--- src/rtl/hazard_stall_controller.sv ---
// hazard_stall_controller
// Load-use hazard sequencer for the 5-stage core. Inserts a single bubble on a
// load-use dependency and then hands a registered forward-from-MEM select to
// the forwarding path. Freezes the pipe while data memory is busy, flushes on
// taken branches and raises a sticky flag when a memory access times out.
// Build option: define HAZARD_STALL_COUNT_EN to build the saturating
// stall-cycle counter; otherwise stall_cycles is tied to zero.
module hazard_stall_controller #(
  parameter int REG_W   = 4,
  parameter int TIMEOUT = 15
) (
  input  logic             clk,
  input  logic             rst_n,
  input  logic [REG_W-1:0] id_ra,
  input  logic [REG_W-1:0] id_rb,
  input  logic             id_ra_used,
  input  logic             id_rb_used,
  input  logic [REG_W-1:0] ex_rd,
  input  logic             ex_load,
  input  logic             ex_valid,
  input  logic             mem_req,
  input  logic             mem_ready,
  input  logic             branch_taken,
  output logic             stall_pc,
  output logic             stall_ifid,
  output logic             stall_idex,
  output logic             stall_exmem,
  output logic             flush_ifid,
  output logic             flush_idex,
  output logic             fwd_a_mem,
  output logic             fwd_b_mem,
  output logic             mem_err,
  output logic [15:0]      stall_cycles
);

  typedef enum logic [1:0] {
    RUN       = 2'd0,
    LU_BUBBLE = 2'd1,
    MEM_WAIT  = 2'd2
  } state_e;

  localparam logic [7:0] TIMEOUT_C = 8'(TIMEOUT);

  state_e     state_q, state_d;
  state_e     ret_q, ret_d;
  logic [7:0] wait_cnt_q, wait_cnt_d;
  logic       fwd_a_q, fwd_a_d;
  logic       fwd_b_q, fwd_b_d;
  logic       mem_err_q, mem_err_d;

  logic       match_a, match_b, hazard_lu, mem_stall;
  logic       stall_front, stall_back, flush_front, flush_back;

  assign match_a   = id_ra_used & (id_ra == ex_rd);
  assign match_b   = id_rb_used & (id_rb == ex_rd);
  assign hazard_lu = ex_valid & ex_load & (match_a | match_b);
  assign mem_stall = mem_req & ~mem_ready;

  // Next-state and same-cycle stall/flush decode; priority mem > branch > load-use.
  always_comb begin
    state_d     = state_q;
    ret_d       = ret_q;
    wait_cnt_d  = wait_cnt_q;
    fwd_a_d     = fwd_a_q;
    fwd_b_d     = fwd_b_q;
    mem_err_d   = mem_err_q;
    stall_front = 1'b0;
    stall_back  = 1'b0;
    flush_front = 1'b0;
    flush_back  = 1'b0;
    case (state_q)
      RUN: begin
        if (mem_stall) begin
          stall_front = 1'b1;
          stall_back  = 1'b1;
          ret_d       = RUN;
          wait_cnt_d  = 8'd1;
          state_d     = MEM_WAIT;
        end else if (branch_taken) begin
          // The ID instruction is squashed, so any load-use hazard is moot.
          flush_front = 1'b1;
          flush_back  = 1'b1;
          fwd_a_d     = 1'b0;
          fwd_b_d     = 1'b0;
        end else if (hazard_lu) begin
          stall_front = 1'b1;
          flush_back  = 1'b1;
          fwd_a_d     = match_a;
          fwd_b_d     = match_b;
          state_d     = LU_BUBBLE;
        end else begin
          fwd_a_d     = 1'b0;
          fwd_b_d     = 1'b0;
        end
      end
      LU_BUBBLE: begin
        if (mem_stall) begin
          // Forward selects stay latched until the bubble actually advances.
          stall_front = 1'b1;
          stall_back  = 1'b1;
          ret_d       = LU_BUBBLE;
          wait_cnt_d  = 8'd1;
          state_d     = MEM_WAIT;
        end else if (branch_taken) begin
          flush_front = 1'b1;
          flush_back  = 1'b1;
          fwd_a_d     = 1'b0;
          fwd_b_d     = 1'b0;
          state_d     = RUN;
        end else begin
          fwd_a_d     = 1'b0;
          fwd_b_d     = 1'b0;
          state_d     = RUN;
        end
      end
      MEM_WAIT: begin
        if (mem_ready) begin
          wait_cnt_d  = 8'd0;
          state_d     = ret_q;
        end else if (wait_cnt_q == TIMEOUT_C) begin
          // Give up on the access: release the pipe and drop any pending forward.
          mem_err_d   = 1'b1;
          wait_cnt_d  = 8'd0;
          fwd_a_d     = 1'b0;
          fwd_b_d     = 1'b0;
          state_d     = RUN;
        end else begin
          stall_front = 1'b1;
          stall_back  = 1'b1;
          wait_cnt_d  = wait_cnt_q + 8'd1;
        end
      end
      default: begin
        fwd_a_d     = 1'b0;
        fwd_b_d     = 1'b0;
        wait_cnt_d  = 8'd0;
        state_d     = RUN;
      end
    endcase
  end

  // Sequencer state, return state, wait counter, forward selects and error flag.
  always_ff @(posedge clk or negedge rst_n) begin
    if (!rst_n) begin
      state_q    <= RUN;
      ret_q      <= RUN;
      wait_cnt_q <= 8'd0;
      fwd_a_q    <= 1'b0;
      fwd_b_q    <= 1'b0;
      mem_err_q  <= 1'b0;
    end else begin
      state_q    <= state_d;
      ret_q      <= ret_d;
      wait_cnt_q <= wait_cnt_d;
      fwd_a_q    <= fwd_a_d;
      fwd_b_q    <= fwd_b_d;
      mem_err_q  <= mem_err_d;
    end
  end

  // Combinational controls are forced low while reset is asserted.
  assign stall_pc    = rst_n & stall_front;
  assign stall_ifid  = rst_n & stall_front;
  assign stall_idex  = rst_n & stall_back;
  assign stall_exmem = rst_n & stall_back;
  assign flush_ifid  = rst_n & flush_front;
  assign flush_idex  = rst_n & flush_back;
  assign fwd_a_mem   = fwd_a_q;
  assign fwd_b_mem   = fwd_b_q;
  assign mem_err     = mem_err_q;

`ifdef HAZARD_STALL_COUNT_EN
  logic [15:0] stall_cnt_q;

  // Saturating count of cycles in which the PC was held.
  always_ff @(posedge clk or negedge rst_n) begin
    if (!rst_n) begin
      stall_cnt_q <= 16'd0;
    end else if (stall_pc && (stall_cnt_q != 16'hFFFF)) begin
      stall_cnt_q <= stall_cnt_q + 16'd1;
    end else begin
      stall_cnt_q <= stall_cnt_q;
    end
  end

  assign stall_cycles = stall_cnt_q;
`else
  assign stall_cycles = 16'd0;
`endif

endmodule

--- config.mk ---
export PLATFORM = sky130hd
export DESIGN_NAME = hazard_stall_controller
export DESIGN_NICKNAME = d
export VERILOG_FILES = /design/src/rtl/hazard_stall_controller.sv
export SDC_FILE = /design/constraint.sdc
export NUM_CORES = 1
export LEC_CHECK = 0
export ABC_AREA = 1
export CAP_MARGIN = 0
export CORE_ASPECT_RATIO = 0.75
export CORE_MARGIN = 2
export CORE_UTILIZATION = 38
export DETAILED_ROUTE_END_ITERATION = 8
export HOLD_SLACK_MARGIN = 0.1
export PLACE_DENSITY = 0.75
export SYNTH_ARGS = -nofsm -noshare
export SYNTH_HDL_FRONTEND = slang
export SYNTH_SLANG_ARGS = --single-unit
--- constraint.sdc ---
create_clock -name clk -period 1.6 [get_ports clk]
set_input_delay 0.32 -clock clk [delete_from_list [all_inputs] [get_ports clk]]
set_output_delay 0.32 -clock clk [all_outputs]
set_load 0.02 [all_outputs]
==> reports/qor_table.md, run 1 <==
| Quantity | This run |
|:---|:---|
| Clock tree from TritonCTS | done |
| Wire length of the first global-routing pass | 6596 µm |
| Number of maximum-capacitance violations | 0 |
| Number of diodes added for antenna fixing | 0 |
| Vias in the first global route | 1,385 |
| Syn Std Cell Area | 1100 µm² |
| Switching Power | 0.6504 mW |
| Worst-path maximum fanout | 3 |
| Violations in the final reports | setup timing |
| Library cells used by synthesis | 30 |
| GR Util met1 | 32.78% |
| Clock H-tree levels | 1 |
| Via Count | 1,487 |
| Global route hottest layer | met2 |
| Net total in the final layout | 270 |
| Endpoints failing hold | 0 |
| Number of failing setup endpoints in the final timing report | 9 |
| Clock skew | 0.005230 ns |
| Post-Place Setup Slack | -1.004 ns |
| Final setup TNS | -1.868 ns |
| Total detailed-routing wirelength | 5235 µm |
| Worst vdd rail ir drop | 0.4543 mV |
| Boundary Pins | 46 |
| Detail-routed net length per standard cell | 18.50 µm |
| Max-slew violation count | 0 |
| Number of buffers inserted during clock tree synthesis | 3 |
| Core box area | 2683 µm² |
| CTS clk-pin slew, worst paths | 0.07 ns |
| Horizontal die dimension | 66.12 µm |
| Class of the tightest hold or removal check | primary input to async pin |
| Sequential cell fraction of total power | 27.1% |
| Layout cell share with drive strength beyond 1 | 61.13% |
| Sequential area share after synthesis | 31.85% |
| Met3 track demand over resource in global routing | 5.381% |
| Synth top area share | 31.85% |
| Synthesis-to-layout area growth | 89.31% |
| Post-Route Utilization | 77.61% |
| DRC Markers | 0 |
| Post-detailed-route via-to-cell ratio | 5.254 |
| Register area | 351.6 µm² |
| DRC violation total after the first TritonRoute iteration | 214 |
| Crit start category | flop |
| Effective utilization at floorplan | 41.00% |
| Most common cell after layout, fill and taps aside | sky130_fd_sc_hd__buf_4 |
| Die Height | 50.59 µm |
| Status | finished, violations left |
| Clock latency on the worst-skew pair | 0.26 ns |
| Commonest non-fill, non-tap cells in the layout | sky130_fd_sc_hd__buf_4, sky130_fd_sc_hd__nand2_1, sky130_fd_sc_hd__nand2_2, sky130_fd_sc_hd__conb_1, sky130_fd_sc_hd__dfrtp_1 |
| Grt ovf | 0 |
| Internal portion of total power | 0.9754 mW |
| Net switching share of the total power | 40.01% |
| I/O Buffers | 29 |
| Leakage dissipation | 1.061 nW |
| Unrepaired setup endpoints after global routing | yes |
| Leading cell types by total area after synthesis | sky130_fd_sc_hd__dfrtp_1, sky130_fd_sc_hd__nand2_1, sky130_fd_sc_hd__buf_4 |
| Number of nets with antenna violations after detailed routing | 0 |
| Pwr per Cell Area | 780.9 nW/µm² |
| Global routing met2 resource utilization | 43.50% |
| Post-layout min period | 1.931 ns |
| Flops & latches, synth | 14 |
| Number of warnings reported in the yosys synthesis log | 0 |
| Library cell with the largest summed area after synthesis | sky130_fd_sc_hd__dfrtp_1 |
| CTS sink cnt | 14 |
| Data arrival time of the critical path | 1.61 ns |
| Data required time at the worst endpoint | 1.28 ns |
| Clock Tree Root | sky130_fd_sc_hd__clkbuf_8 |
| GRT Total Usage | 26.56% |
| Combinational share of power | 50.2% |
| Total area of multi-input combinational cells | 792.0 µm² |
| Bufs on Longest Clock Path | 2 |
| HPWL after detailed placement | 2419 µm |
| Synth Area per Inst | 7.050 µm² |
| Die area | 3345 µm² |
| Fin Hold WS | 0.4206 ns |
| Clock network power share | 22.7% |
| Antenna violations before repair | 0 |
| 1st-pass router iterations | 4 |
| Minimum setup slack in the final design | -0.3307 ns |
| GP Congestion | 0.8477 |
| Category of the worst setup path capture point | output pin |
| Std cell rows | 16 |
| Post-Synthesis Cells | 156 |
| Number of inserted filler cells in the final layout | 157 |
| Worst Setup Path Type | flop to output pin |
| Pin count of the biggest net entering global routing | 15 |
| Highest attainable clock frequency | 517.9 MHz |
| Final period utilization | 120.7% |
==> power groups by stage <==
| stage | logic (mW) | registers [mW] | clock network, mW |
|---|---|---|---|
| after floorplan | 0.301 | 0.434 | 0 |
| after global placement | 0.509 | 0.427 | 0 |
| after detailed placement | 0.529 | 0.433 | 0 |
| after CTS | 0.611 | 0.429 | 0.360 |
| after global routing | 0.854 | 0.441 | 0.394 |
| final | 0.815 | 0.441 | 0.370 |
==> metrics by stage <==
step | power, mW | std cells | area [µm²]
floorplan | 0.7351 | 171 | 1184
global placement | 0.9367 | 245 | 1585
detailed placement | 0.9615 | 245 | 1585
CTS | 1.400 | 273 | 1861
global route | 1.689 | 283 | 2082
finish | 1.626 | 283 | 2082
==> registers in the layout (all words and copies together), names as in the netlist <==
signal / cells
fwd_a_mem: 1
fwd_b_mem: 1
mem_err: 1
ret_q: 1
state_q: 2
wait_cnt_q: 8
==> worst paths after layout <==
kind,from,to,slack (ns),cells after the start
min in group clk,mem_err,mem_err,0.50,1
hold reg to reg,mem_err,mem_err,0.50,1
hold / removal,rst_n,fwd_a_mem,0.42,2
setup / recovery,wait_cnt_q[0],stall_ifid,-0.33,9
setup reg to reg,wait_cnt_q[0],fwd_b_mem,-0.16,11
max in group asynchronous,rst_n,state_q[1],0.99,2
==> logic make-up (layout without fill, tap and decap cells) <==
logic type               count (synthesis)  count (layout)  synth area share [%]
multiplexers                             1               1                 1.024
AO/OA/AOI/OAI                           22              22                 11.49
flip-flops                              14              14                 31.85
AND/OR/NAND/NOR                         70              70                 30.49
XOR/XNOR                                 3               3                 2.390
adder cells (fa/ha/maj)                  1               1                 1.137
buffers and inverters                   44             120                 21.27
other                                    1              16                0.3410
==> worst max-delay path: stages, from the launching register on <==
cell	delay, ns
sky130_fd_sc_hd__dfrtp_1	0.40
sky130_fd_sc_hd__ha_4	0.17
sky130_fd_sc_hd__nand2_4	0.05
sky130_fd_sc_hd__nor2_4	0.11
sky130_fd_sc_hd__nand4_4	0.11
sky130_fd_sc_hd__nand2_4	0.13
sky130_fd_sc_hd__inv_4	0.05
sky130_fd_sc_hd__a21oi_4	0.13
sky130_fd_sc_hd__a21oi_4	0.08
sky130_fd_sc_hd__buf_6	0.13
==> metal layers <==
layer  share of wire, %  routed length (µm)
met3                9.9                 520
met5                  0                   0
met1                 38                2008
met4                5.0                 262
met2                 47                2443
==> synthesized netlist by cell type, drive strengths merged <==
library cell / count
nand2: 44
nor3: 2
nand4: 2
o21bai: 1
a22oi: 1
xnor2: 2
xor2: 1
a21o: 1
a21oi: 9
inv: 25
mux2: 1
o21ai: 6
dfrtp: 14
o31ai: 2
conb: 1
a21boi: 1
a31oi: 1
nand3: 6
nor2: 16
ha: 1
buf: 19
==> cell type report <==
type | instances | area share (%)
multi-input cells | 113 | 38.04
well taps | 36 | 2.163
clock buffers | 4 | 2.644
inverters | 25 | 5.108
repair buffers | 91 | 35.16
flip-flops and latches | 14 | 16.89
==> what timing repair did <==
item,4_1_cts,5_1_grt
hold endpoints to repair,0,0
endpoints found under the setup margin,6,13
resized for setup,70,97
hold buffers,0,0
pin swaps,17,38
buffers inserted,24,13
(Power assumes the default switching activity.)
==> run 2: changes to the inputs <==
--- a/config.mk
+++ b/config.mk
@@ -8,7 +8,6 @@
 export ABC_AREA = 1
 export CAP_MARGIN = 0
 export CORE_ASPECT_RATIO = 0.75
-export CORE_MARGIN = 2
 export CORE_UTILIZATION = 38
 export DETAILED_ROUTE_END_ITERATION = 8
 export HOLD_SLACK_MARGIN = 0.1
==> run 2 against run 1 <==
Effect of this change:
- the flow still finishes with violations (setup timing)
- power decreased by 1.0%
- final cell count decreased by 0.71%
- sequential share of layout area decreased by 0.54 points
- worst setup slack got worse by 0.084 ns
- first-iteration DRC count decreased by 53%
- non-clock buffer count decreased by 2
- core utilization increased by 2.3 points
- final area increased by 2.9%
- via count decreased by 0.47%
- routed wire length decreased by 1.0%
- maximum frequency decreased by 4.2%
- critical path depth unchanged
- critical path type unchanged
==> reports/qor_table.md, run 2 (same netlist as run 1, synthesis figures left out) <==
| Quantity | This run |
|:---|:---|
| CTS clk-pin slew, worst paths | 0.07 ns |
| Leakage dissipation | 1.081 nW |
| Class of the tightest hold or removal check | primary input to async pin |
| GP Congestion | 0.9016 |
| Violations in the final reports | setup timing |
| Number of nets with antenna violations after detailed routing | 0 |
| Final period utilization | 125.9% |
| Horizontal die dimension | 64.12 µm |
| Largest register FFs | 8 |
| Highest attainable clock frequency | 496.4 MHz |
| Clock tree from TritonCTS | done |
| Pin count of the biggest net entering global routing | 15 |
| Effective utilization at floorplan | 41.00% |
| Post-Place Setup Slack | -0.9901 ns |
| Most common cell after layout, fill and taps aside | sky130_fd_sc_hd__buf_4 |
| Max-slew violation count | 0 |
| Number of diodes added for antenna fixing | 0 |
| Worst Setup Path Type | flop to output pin |
| Clock H-tree levels | 1 |
| Die area | 3116 µm² |
| DRC violation total after the first TritonRoute iteration | 101 |
| Category of the worst setup path capture point | output pin |
| Endpoints failing hold | 0 |
| Data required time at the worst endpoint | 1.28 ns |
| Minimum setup slack in the final design | -0.4146 ns |
| Die Height | 48.59 µm |
| Clock Tree Root | sky130_fd_sc_hd__clkbuf_8 |
| Total of hold buffers inserted after clock tree synthesis | 0 |
| 1st-pass router iterations | 5 |
| Register containing the most flip-flops in the final layout | wait_cnt_q |
| Std cell rows | 16 |
| Data arrival time of the critical path | 1.69 ns |
| Net total in the final layout | 268 |
| Number of failing setup endpoints in the final timing report | 14 |
| Clock latency on the worst-skew pair | 0.27 ns |
| Clock skew | 0.01270 ns |
| Commonest non-fill, non-tap cells in the layout | sky130_fd_sc_hd__buf_4, sky130_fd_sc_hd__nand2_2, sky130_fd_sc_hd__conb_1, sky130_fd_sc_hd__dfrtp_1, sky130_fd_sc_hd__buf_6 |
| Synthesis-to-layout area growth | 94.88% |
| Grt ovf | 0 |
| CTS sink cnt | 14 |
| DRC Markers | 0 |
| Core box area | 2683 µm² |
| Antenna violations before repair | 0 |
| Registers with the most flip-flops | wait_cnt_q (8), state_q (2) |
| Crit start category | flop |
| Status | finished, violations left |
| Bufs on Longest Clock Path | 2 |
| Vias in the first global route | 1,410 |
| Via Count | 1,480 |
| GRT Total Usage | 27.27% |
| Number of buffers inserted during clock tree synthesis | 3 |
| Layout cell share with drive strength beyond 1 | 67.76% |
| Worst-path maximum fanout | 2 |
| Number of maximum-capacitance violations | 0 |
| Total detailed-routing wirelength | 5182 µm |
| Post-layout min period | 2.015 ns |
| HPWL after detailed placement | 2309 µm |
| I/O Buffers | 29 |
| Wire length of the first global-routing pass | 6361 µm |
| Worst vdd rail ir drop | 0.5045 mV |
| Total power | 1.609 mW |
| Post-detailed-route via-to-cell ratio | 5.267 |
| Detail-routed net length per standard cell | 18.44 µm |
| Unrepaired setup endpoints after global routing | yes |
| Boundary Pins | 46 |
| Pwr per Cell Area | 750.6 nW/µm² |
## run 2: area by class of cell
cell class	instances	area [µm²]
well taps	36	45.04
flip-flops and latches	14	350.3
clock buffers	4	55.05
inverters	25	106.4
fillers	160	539.3
multi-input cells	113	852.1
repair buffers	89	734.5
## run 2: final timing paths
path | slack [ns] | start | to | cells past startpoint
hold reg to reg | 0.49 | mem_err | mem_err | 1
min in group clk | 0.49 | mem_err | mem_err | 1
hold / removal | 0.40 | rst_n | fwd_a_mem | 2
setup reg to reg | -0.25 | wait_cnt_q[1] | fwd_b_mem | 10
max in group asynchronous | 1.00 | rst_n | fwd_b_mem | 2
setup / recovery | -0.41 | wait_cnt_q[1] | stall_pc | 9
## run 2: repair_timing
action / CTS / global route
gates resized for setup: 78 / 114
endpoints found under the setup margin: 6 / 14
setup buffers: 26 / 10
pin swaps: 17 / 42
## run 2: critical path: stages (launching register included)
cell	delay (ns)
sky130_fd_sc_hd__dfrtp_1	0.40
sky130_fd_sc_hd__ha_4	0.17
sky130_fd_sc_hd__nand2_4	0.06
sky130_fd_sc_hd__nor2_4	0.17
sky130_fd_sc_hd__nand4_4	0.12
sky130_fd_sc_hd__nand2_4	0.12
sky130_fd_sc_hd__inv_4	0.04
sky130_fd_sc_hd__a21oi_4	0.13
sky130_fd_sc_hd__a21oi_4	0.08
sky130_fd_sc_hd__buf_6	0.13
## run 2: power by group
part | internal, mW | switching, mW
registers | 0.395 | 0.0377
clock network | 0.219 | 0.157
logic | 0.353 | 0.446
total | 0.968 | 0.641
## run 2: through the flow
step	setup TNS [ns]	cell area (µm²)	instances	util, %	hold slack [ns]
final	-2.817	2143	281	79.90	0.4050
after global routing	-3.394	2143	281	79.90	0.4235
after CTS	-1.546	1891	276	70.48	0.4233
after detailed placement	-5.931	1593	246	59.38	0.4640
after global placement	-5.460	1593	246	59.38	0.4809
after floorplan	-0.1629	1184	171	-	0.02441
## run 2: metal layers
layer  track usage [%]  routed length (µm)  part of all wire (%)  vias up
li1                  -                   -                     -      635
met4             14.07                 227                   4.4        0
met5                 0                   0                     0        -
met1             32.60                2109                    41      719
met2             44.86                2441                    47      102
met3             7.311                 403                   7.8       24
